### src/rtl/hazard_pkg.sv
// Shared types and the forwarding compare used by the pipeline hazard controller.
// Shadow stages carry only the fields needed to resolve data and load-use hazards.
package hazard_pkg;

  localparam int RF_W = 5;

  typedef enum logic [1:0] {
    FWD_REG = 2'b00,
    FWD_MEM = 2'b01,
    FWD_WB  = 2'b10
  } fwd_sel_t;

  typedef struct packed {
    logic            valid;
    logic            regwrite;
    logic            memread;
    logic [RF_W-1:0] rd;
    logic [RF_W-1:0] rs1;
    logic [RF_W-1:0] rs2;
  } shadow_stage_t;

  localparam shadow_stage_t SHADOW_BUBBLE = '0;

  // x0 is never a forwarding source, so an unused operand (folded to 0) never matches.
  function automatic logic fwd_match(input shadow_stage_t stg, input logic [RF_W-1:0] rs);
    return stg.valid && stg.regwrite && (stg.rd != '0) && (stg.rd == rs);
  endfunction

  function automatic fwd_sel_t fwd_select(input shadow_stage_t mem,
                                          input shadow_stage_t wb,
                                          input logic [RF_W-1:0] rs);
    if (fwd_match(mem, rs))
      return FWD_MEM;
    else if (fwd_match(wb, rs))
      return FWD_WB;
    else
      return FWD_REG;
  endfunction

endpackage

### src/rtl/sat_counter.sv
// Saturating up-counter for debug statistics; sticks at all-ones instead of wrapping.
module sat_counter #(
  parameter int W = 32
) (
  input  logic         clk,
  input  logic         reset,
  input  logic         inc,
  output logic [W-1:0] count
);

  always_ff @(posedge clk) begin
    if (reset)
      count <= '0;
    else if (inc && (count != '1))
      count <= count + W'(1);
  end

endmodule

### src/rtl/hazard_ctrl.sv
// Pipeline hazard controller: shadows EX/MEM/WB destination state to drive forwarding
// selects, load-use stalls and redirect flushes, plus saturating debug counters.
module hazard_ctrl
  import hazard_pkg::*;
#(
  parameter int RF_ADDRESS = 5,
  parameter int CNT_W      = 32
) (
  input  logic                  clk,
  input  logic                  reset,
  input  logic                  id_valid,
  input  logic [RF_ADDRESS-1:0] id_rs1,
  input  logic [RF_ADDRESS-1:0] id_rs2,
  input  logic [RF_ADDRESS-1:0] id_rd,
  input  logic                  id_uses_rs1,
  input  logic                  id_uses_rs2,
  input  logic                  id_regwrite,
  input  logic                  id_memread,
  input  logic                  ex_redirect,
  output logic [1:0]            fwd_a,
  output logic [1:0]            fwd_b,
  output logic                  pc_en,
  output logic                  ifid_en,
  output logic                  ifid_flush,
  output logic                  idex_bubble,
  output logic [CNT_W-1:0]      cycle_cnt,
  output logic [CNT_W-1:0]      stall_cnt,
  output logic [CNT_W-1:0]      flush_cnt,
  output logic [CNT_W-1:0]      retire_cnt
);

  shadow_stage_t ex_q, mem_q, wb_q, ex_d;
  logic          use_hit, stall_raw, stall, flush;
  logic          unused_wb_bits;

  assign use_hit = (id_uses_rs1 && (id_rs1 == ex_q.rd)) ||
                   (id_uses_rs2 && (id_rs2 == ex_q.rd));
  assign stall_raw = ex_q.valid && ex_q.memread && (ex_q.rd != '0) && use_hit && id_valid;

  // A redirect means the ID instruction is on the wrong path, so it may not stall.
  assign flush = ex_redirect;
  assign stall = stall_raw && !flush && !reset;

  assign pc_en       = !stall;
  assign ifid_en     = !stall;
  assign ifid_flush  = flush;
  assign idex_bubble = stall || flush;

  assign fwd_a = 2'(fwd_select(mem_q, wb_q, ex_q.rs1));
  assign fwd_b = 2'(fwd_select(mem_q, wb_q, ex_q.rs2));

  always_comb begin
    ex_d = SHADOW_BUBBLE;
    if (id_valid && !stall && !flush) begin
      ex_d.valid    = 1'b1;
      ex_d.regwrite = id_regwrite;
      ex_d.memread  = id_memread;
      ex_d.rd       = id_rd;
      ex_d.rs1      = id_uses_rs1 ? id_rs1 : '0;
      ex_d.rs2      = id_uses_rs2 ? id_rs2 : '0;
    end
  end

  always_ff @(posedge clk) begin
    if (reset) begin
      ex_q  <= SHADOW_BUBBLE;
      mem_q <= SHADOW_BUBBLE;
      wb_q  <= SHADOW_BUBBLE;
    end else begin
      ex_q  <= ex_d;
      mem_q <= ex_q;
      wb_q  <= mem_q;
    end
  end

  assign unused_wb_bits = ^{wb_q.memread, wb_q.rs1, wb_q.rs2};

  sat_counter #(.W(CNT_W)) u_cycle_cnt (
    .clk(clk), .reset(reset), .inc(1'b1), .count(cycle_cnt)
  );

  sat_counter #(.W(CNT_W)) u_stall_cnt (
    .clk(clk), .reset(reset), .inc(stall), .count(stall_cnt)
  );

  sat_counter #(.W(CNT_W)) u_flush_cnt (
    .clk(clk), .reset(reset), .inc(flush), .count(flush_cnt)
  );

  sat_counter #(.W(CNT_W)) u_retire_cnt (
    .clk(clk), .reset(reset), .inc(wb_q.valid), .count(retire_cnt)
  );

endmodule
### config.mk
export PLATFORM = sky130hd
export DESIGN_NAME = hazard_ctrl
export DESIGN_NICKNAME = d
export VERILOG_FILES = /design/src/rtl/hazard_pkg.sv /design/src/rtl/sat_counter.sv /design/src/rtl/hazard_ctrl.sv
export SDC_FILE = /design/constraint.sdc
export NUM_CORES = 1
export LEC_CHECK = 0
export BUFFER_PORTS_ARGS = -buffer_cell sky130_fd_sc_hd__buf_2
export CELL_PAD_IN_SITES_DETAIL_PLACEMENT = 0
export CELL_PAD_IN_SITES_GLOBAL_PLACEMENT = 1
export CORE_AREA = 2 2 137 139
export CTS_BUF_LIST = sky130_fd_sc_hd__clkbuf_4 sky130_fd_sc_hd__clkbuf_8 sky130_fd_sc_hd__clkbuf_16
export DETAILED_ROUTE_END_ITERATION = 12
export DIE_AREA = 0 0 139 141
export HOLD_SLACK_MARGIN = 0.06
export PLACE_DENSITY_LB_ADDON = 0.1
export SLEW_MARGIN = 20
export SYNTH_ARGS = -nofsm -noshare
export SYNTH_HDL_FRONTEND = slang
export SYNTH_SLANG_ARGS = --single-unit
### constraint.sdc
create_clock -name clk -period 2.69 [get_ports clk]
set_input_delay 0.1345 -clock clk [delete_from_list [all_inputs] [get_ports clk]]
set_output_delay 0.1345 -clock clk [all_outputs]
set_load 0.02 [all_outputs]
==> results.sh, run 1 <==
export IMPL_cp_num_buf_inv=1
export IMPL_placed_area_um2=8300
export IMPL_met1_usage_pct=25.4
export IMPL_r2r_end="ex_q[3]"
export IMPL_synth_area_um2=7310
export IMPL_max_slew_margin_pct=44.6
export IMPL_rr_startpoint="ex_q[10]"
export IMPL_synthCells=831
export IMPL_reg2reg_slack_ns=0.17
export IMPL_finalPower_mw=5.08
export IMPL_grt_pass1_vias=6024
export IMPL_critPathArrivalTime_ns=2.88
export IMPL_grt_max_degree=78
export IMPL_whs_path_depth=4
export IMPL_top_usage_layer="met2"
export IMPL_insertion_delay_ns=0.42
export IMPL_final_cells=1256
export IMPL_cp_depth=6
export IMPL_num_vias=6428
export IMPL_core_area_um2=18300
export IMPL_ioPinCount=159
export IMPL_drive_above_1_share_pct=20.2
export IMPL_synth_edf_count=0
export IMPL_post_route_drc_count=0
export IMPL_setup_ws_ns=0.171
export IMPL_cp_slowest_cell="dlygate4sd3_1"
export IMPL_hp_class="input port to flip-flop"
export IMPL_ant_nets=0
export IMPL_final_net_count=1038
export IMPL_worstRegToRegCells=6
export IMPL_avgSynthCellArea_um2=8.80
export IMPL_synth_flop_cell="dfxtp_1"
export IMPL_pre_cts_ws_ns=0.409
export IMPL_hold_path_startpoint="ex_redirect"
export IMPL_end_kind="flip-flop"
export IMPL_dp_cells=1198
export IMPL_grt_first_pass_wirelength_mm=30.1
export IMPL_final_area_um2=9200
export IMPL_critical_path_class="flip-flop to flip-flop"
export IMPL_fin_util_pct=50.3
export IMPL_via_per_inst=5.12
export IMPL_met2_usage_pct=28.9
export IMPL_num_rows=50
export IMPL_syn_nets=858
export IMPL_leakagePower_nw=3.84
export IMPL_tightest_slew_ns=0.831
export IMPL_grt_util_met3_pct=4.59
export IMPL_fp_dieW_um=139
export IMPL_io_buffers=158
export IMPL_gr_total_overflow=0
export IMPL_path_clk_slew_ns=0.06
export IMPL_antenna_found_initial=2
export IMPL_hold_path_end="u_flush_cnt.count[14]"
export IMPL_clock_sinks=160
export IMPL_start_util_pct=40.0
export IMPL_yosys_warnings=0
export IMPL_cts_tree="yes"
export IMPL_wl_mm=18.3
export IMPL_crit_path_start_kind="flip-flop"
export IMPL_crit_required_ns=3.05
export IMPL_worstPathCellList="or4_1, o2111a_2, nand2_2, and3b_2, and3_1, dlygate4sd3_1"
export IMPL_drv_cap=0
export IMPL_ir_drop_mv=0.470
export IMPL_hpwl_mm=12.8
export IMPL_htree_levels=4
export IMPL_ys_seq_elements=160
export IMPL_gp_congestion=0.797
export IMPL_worstPathMaxFanout=18
export IMPL_chipHeight_um=141
export IMPL_slew_viol_final=0
export IMPL_cts_made_buffers=17
export IMPL_status="completed"
export IMPL_wire_per_inst_um=14.6
export IMPL_hold_viol_final=0
export IMPL_fin_tns_setup_ns=0
export IMPL_dieArea_um2=19600
export IMPL_fin_crit_sh_pct=93.6
export IMPL_grt_usage_pct=18.7
export IMPL_first_iter_violations=222
export IMPL_fin_crit_ns=2.52
export IMPL_powerDensity_nw_per_um2=552
export IMPL_setup_violations=0
export IMPL_critPathTopFamily="simple AND/OR/NAND/NOR gates"
export IMPL_rsz0062_at_grt="no"
export IMPL_async_flop_share_pct=0
export IMPL_max_stage_delay_ns=0.55
export IMPL_finClkSkew_ns=0.00834
export IMPL_ys_seq_area_share_pct=43.8
export IMPL_yosysUniqueCellTypes=50
export IMPL_fmax_ghz=0.397
export IMPL_syn2layout_area_growth_pct=25.7
export IMPL_cts_buffer_depth=2
export IMPL_whs_ns=0.145
export IMPL_cts_root_buffer="clkbuf_16"
export IMPL_firstDrtPassIters=4
==> cell type report <==
| class | count | area, um2 |
|---|---|---|
| timing repair buffer | 193 | 1130 |
| tap | 234 | 293 |
| fill | 1829 | 9070 |
| sequential | 160 | 3200 |
| clock inverter | 5 | 103 |
| multi-input combinational | 636 | 3950 |
| inverter | 3 | 11.3 |
| clock buffer | 23 | 508 |
| antenna | 2 | 5.00 |
==> timing repair <==
| item | CTS | global route |
|---|---|---|
| buffers inserted | 0 | 0 |
| resized for setup | 0 | 1 |
| hold endpoints to repair | 18 | 0 |
| hold buffers | 28 | 0 |
| endpoints found under the setup margin | 0 | 10 |
==> metal layers <==
layer	wire, um	part of all wire [%]	vias to the layer above
met5	0	0	-
met4	280	1.5	0
met3	810	4.4	21
met2	8090	44	123
met1	9120	50	2975
li1	-	-	3309
==> registers in the layout, summed over array words and instances (netlist names) <==
signal	cells
u_flush_cnt.count	32
wb_q	7
u_stall_cnt.count	32
mem_q	7
ex_q	18
u_cycle_cnt.count	32
u_retire_cnt.count	32
==> cell usage in the layout, fill, tap and decap left out, drive strengths merged, types with 2 or more instances in the layout <==
| cell type | n |
|---|---|
| nand2b | 2 |
| nor2b | 19 |
| xor2 | 74 |
| and3 | 35 |
| nor2 | 114 |
| o21ba | 2 |
| o21ai | 24 |
| xnor2 | 42 |
| inv | 3 |
| mux2i | 4 |
| o211ai | 5 |
| ha | 4 |
| dfxtp | 160 |
| a21oi | 31 |
| or3 | 19 |
| and4 | 21 |
| nand3 | 50 |
| a31oi | 4 |
| nand4 | 52 |
| o31ai | 10 |
| diode | 2 |
| nor3 | 20 |
| nand2 | 51 |
| nor4 | 9 |
| o2111a | 2 |
| or4 | 16 |
| and2 | 13 |
| o31a | 2 |
| clkbuf | 23 |
| nor3b | 3 |
| bufinv | 3 |
| buf | 165 |
| dlygate4sd3 | 28 |
==> report_power, final <==
part           leakage (nW)  internal, mW  switching [mW]
clock                 0.299          1.59           0.923
sequential             1.29          2.39          0.0187
combinational          2.25        0.0707          0.0917
total                  3.84          4.04            1.03
==> kinds of logic (layout without fill, tap and decap cells) <==
kind of cell | after synthesis | after routing | share of synthesized area, %
AOI/OAI and AO/OA | 83 | 83 | 7.06
xor gates and xnor gates | 116 | 116 | 13.9
adders and majority gates | 4 | 4 | 0.684
buffers and inverters | 35 | 224 | 2.26
DFF | 160 | 160 | 43.8
muxes | 4 | 4 | 0.547
other | 0 | 2 | 0
and+or+nand+nor | 429 | 429 | 31.8
==> Yosys cell counts, types with 3 or more instances <==
library cell,n,share of area [%]
a21oi_1,31,2.1
a31oi_1,4,0.34
and2_1,13,1.1
and3_1,35,3.0
and4_1,21,2.5
buf_2,3,0.21
buf_4,4,0.41
clkbuf_1,22,1.1
dfxtp_1,160,44
ha_1,4,0.68
inv_1,3,0.15
mux2i_1,4,0.55
nand2_1,49,2.5
nand3_1,49,3.4
nand4_1,51,4.4
nor2_1,114,5.9
nor2b_1,18,1.5
nor3_1,20,1.4
nor4_1,7,0.60
o211ai_1,5,0.51
o21ai_0,24,1.6
o31ai_1,10,1.0
or3_1,19,1.6
or4_1,16,1.6
xnor2_1,42,5.0
xor2_1,74,8.9
==> worst reg2reg max path: cells and delay by family, from the launching register on <==
kind                   cells  cell delay (ns)
DFF                        1             0.34
AOI/OAI and AO/OA          1             0.34
buffers and inverters      1             0.55
and+or+nand+nor            4             1.24
==> worst max path at each step <==
stage          slack, ns                    end            startpoint
6_report            0.17                ex_q[3]              ex_q[10]
4_1_cts             0.02                ex_q[5]              ex_q[10]
2_1_floorplan       0.62               fwd_a[1]             mem_q[11]
3_5_place_dp        0.41  u_stall_cnt.count[28]  u_stall_cnt.count[0]
3_3_place_gp        0.42  u_stall_cnt.count[28]  u_stall_cnt.count[0]
5_1_grt             0.07                ex_q[3]              ex_q[10]
No activity file was read; power rests on OpenSTA's default activity.
==> inputs of run 2 (changes only) <==
--- a/config.mk
+++ b/config.mk
@@ -5,13 +5,14 @@
 export SDC_FILE = /design/constraint.sdc
 export NUM_CORES = 1
 export LEC_CHECK = 0
+export ABC_AREA = 1
 export BUFFER_PORTS_ARGS = -buffer_cell sky130_fd_sc_hd__buf_2
 export CELL_PAD_IN_SITES_DETAIL_PLACEMENT = 0
 export CELL_PAD_IN_SITES_GLOBAL_PLACEMENT = 1
-export CORE_AREA = 2 2 137 139
+export CORE_AREA = 2 2 156 158
 export CTS_BUF_LIST = sky130_fd_sc_hd__clkbuf_4 sky130_fd_sc_hd__clkbuf_8 sky130_fd_sc_hd__clkbuf_16
 export DETAILED_ROUTE_END_ITERATION = 12
-export DIE_AREA = 0 0 139 141
+export DIE_AREA = 0 0 158 160
 export HOLD_SLACK_MARGIN = 0.06
 export PLACE_DENSITY_LB_ADDON = 0.1
 export SLEW_MARGIN = 20
==> constraint.sdc (replaced) <==
create_clock -name clk -period 2.69 [get_ports clk]
set_input_delay 0.1345 -clock clk [delete_from_list [all_inputs] [get_ports clk]]
set_output_delay 0.1345 -clock clk [all_outputs]
set_load 0.005 [all_outputs]
==> run 2 against run 1 <==
Core utilization is 4.6 points lower. Global-route usage increased by 3.4 points. Via count increased by 42%. Synthesized area up 24%. Clock power decreased by 3%. Non-clock buffer count down 6. Clock skew is 0.0026 ns higher. Largest cell class unchanged.
==> results.sh, run 2 <==
export IMPL_worstPathMaxFanout=37
export IMPL_async_flop_share_pct=0
export IMPL_drv_cap=0
export IMPL_grt_pass1_vias=8708
export IMPL_synth_flop_cell="dfxtp_1"
export IMPL_post_route_drc_count=0
export IMPL_ant_nets=0
export IMPL_cts_made_buffers=17
export IMPL_wl_mm=27.3
export IMPL_first_iter_violations=533
export IMPL_synthCells=1444
export IMPL_gp_congestion=0.843
export IMPL_mostFrequentLayoutCell="nand2_1"
export IMPL_clock_sinks=160
export IMPL_cts_tree="yes"
export IMPL_crit_required_ns=3.06
export IMPL_num_rows=57
export IMPL_synth_edf_count=0
export IMPL_cts_setup_buffers=0
export IMPL_fp_dieW_um=158
export IMPL_avgSynthCellArea_um2=6.26
export IMPL_num_vias=9122
export IMPL_cts_root_buffer="clkbuf_16"
export IMPL_synth_area_top_cells="dfxtp_1, nand2_1, nor2_1"
export IMPL_yosysTopAreaCell="dfxtp_1"
export IMPL_critPathArrivalTime_ns=2.54
export IMPL_start_util_pct=37.9
export IMPL_io_buffers=158
export IMPL_ir_drop_mv=0.307
export IMPL_finClkSkew_ns=0.0110
export IMPL_finalPower_mw=5.04
export IMPL_setup_violations=0
export IMPL_status="completed"
export IMPL_yosys_top_cells_count="nand2_1, nor2_1, inv_1"
export IMPL_core_area_um2=23800
export IMPL_chipHeight_um=160
export IMPL_dp_cells=1902
export IMPL_path_clk_slew_ns=0.07
export IMPL_gr_total_overflow=0
export IMPL_cts_buffer_depth=2
export IMPL_ys_seq_area_share_pct=35.4
export IMPL_firstDrtPassIters=5
export IMPL_wire_per_inst_um=14.0
export IMPL_slew_viol_final=0
export IMPL_synth_most_common_cell="nand2_1"
export IMPL_antenna_found_initial=0
export IMPL_insertion_delay_ns=0.43
export IMPL_fmax_ghz=0.460
export IMPL_yosys_warnings=0
export IMPL_hp_class="input port to flip-flop"
export IMPL_end_kind="flip-flop"
export IMPL_fin_crit_ns=2.18
export IMPL_rsz0062_at_grt="no"
export IMPL_final_cells=1953
export IMPL_critical_path_class="flip-flop to flip-flop"
export IMPL_antenna_cells=0
export IMPL_via_per_inst=4.67
export IMPL_ys_seq_elements=160
export IMPL_hold_viol_final=0
export IMPL_htree_levels=4
export IMPL_syn2layout_area_growth_pct=20.5
export IMPL_leakagePower_nw=4.75
export IMPL_hpwl_mm=20.5
export IMPL_fillerInstances=2621
export IMPL_final_net_count=1643
export IMPL_multiInputGateArea_um2=4950
export IMPL_yosysUniqueCellTypes=38
export IMPL_grt_usage_pct=22.1
export IMPL_drive_above_1_share_pct=15.0
export IMPL_powerDensity_nw_per_um2=463
export IMPL_seqCellArea_um2=3200
export IMPL_cts_resized=0
export IMPL_syn_nets=1471
export IMPL_grt_max_degree=75
export IMPL_fin_crit_sh_pct=80.9
export IMPL_whs_ns=0.0875
export IMPL_dieArea_um2=25300
export IMPL_final_cell_mix="nand2_1, nor2_1, inv_1"
export IMPL_crit_path_start_kind="flip-flop"
export IMPL_fin_tns_setup_ns=0
export IMPL_tightest_slew_ns=0.880
export IMPL_grt_first_pass_wirelength_mm=44.7
export IMPL_max_slew_margin_pct=41.3
export IMPL_yosysTopAreaCellShare_pct=35.4
export IMPL_ioPinCount=159
export IMPL_synth_area_um2=9040
[run 2: final cells by class]
| class | count | area share, % |
|---|---|---|
| multi-input combinational | 1072 | 45.5 |
| sequential | 160 | 29.4 |
| timing repair buffer | 187 | 9.82 |
| inverter | 178 | 6.17 |
| clock buffer | 17 | 3.91 |
| tap | 324 | 3.72 |
| clock inverter | 15 | 1.49 |
[run 2: metrics by stage]
stage	setup WS, ns	util (%)	cell area [um2]
floorplan	0.933	-	9040
global placement	0.568	42.4	10100
detailed placement	0.527	42.4	10100
CTS	0.497	45.7	10900
global route	0.205	45.7	10900
finish	0.515	45.7	10900
[run 2: per-layer routing]
layer | share of wire (%) | up-vias | track usage, % | routed length [um]
li1 | - | 4853 | - | -
met1 | 48 | 4069 | 29.7 | 13100
met2 | 47 | 172 | 36.5 | 12700
met3 | 4.2 | 28 | 4.04 | 1150
met4 | 1.5 | 0 | 5.53 | 399
met5 | 0 | - | 0 | 0
[run 2: where the power goes]
part           leakage, nW  internal (mW)  switching [mW]  total, mW
clock network        0.285           1.25            1.18       2.43
registers             1.29           2.38          0.0183       2.40
logic                 3.18         0.0754           0.129      0.204
total                 4.75           3.71            1.33       5.04
[run 2: path summary, 6_finish.rpt]
kind / startpoint / end / slack [ns] / cells after the start
setup / recovery: u_retire_cnt.count[0] / u_retire_cnt.count[19] / 0.51 / 14
hold / removal: id_uses_rs1 / ex_q[7] / 0.09 / 3
setup reg to reg: u_retire_cnt.count[0] / u_retire_cnt.count[19] / 0.51 / 14
hold reg to reg: ex_q[16] / mem_q[16] / 0.43 / 2
[run 2: logic make-up (layout without fill, tap and decap cells)]
| kind of cell | Yosys count | in the layout | share of synthesized area, % |
|---|---|---|---|
| AND/OR/NAND/NOR | 903 | 903 | 42.2 |
| buffers and inverters | 212 | 397 | 9.80 |
| flip-flops | 160 | 160 | 35.4 |
| AO/OA/AOI/OAI | 110 | 110 | 6.67 |
| XOR/XNOR | 55 | 55 | 5.33 |
| adder cells (fa/ha/maj) | 4 | 4 | 0.554 |
[run 2: what timing repair did]
action | CTS | global route
endpoints found under the setup margin | 0 | 0
hold buffers | 19 | 0
endpoints found under the hold margin | 19 | 0
[run 2: critical path, cell delays in order, from the launching register on]
cell	delay, ns
dfxtp_1	0.44
ha_1	0.22
nand3_1	0.18
inv_1	0.14
nand2_1	0.11
inv_1	0.07
nand2_1	0.10
inv_1	0.07
nand2_1	0.06
nand2_2	0.06
buf_4	0.33
nor2_1	0.11
nand2_1	0.08
nand2_1	0.04
nor2_1	0.10
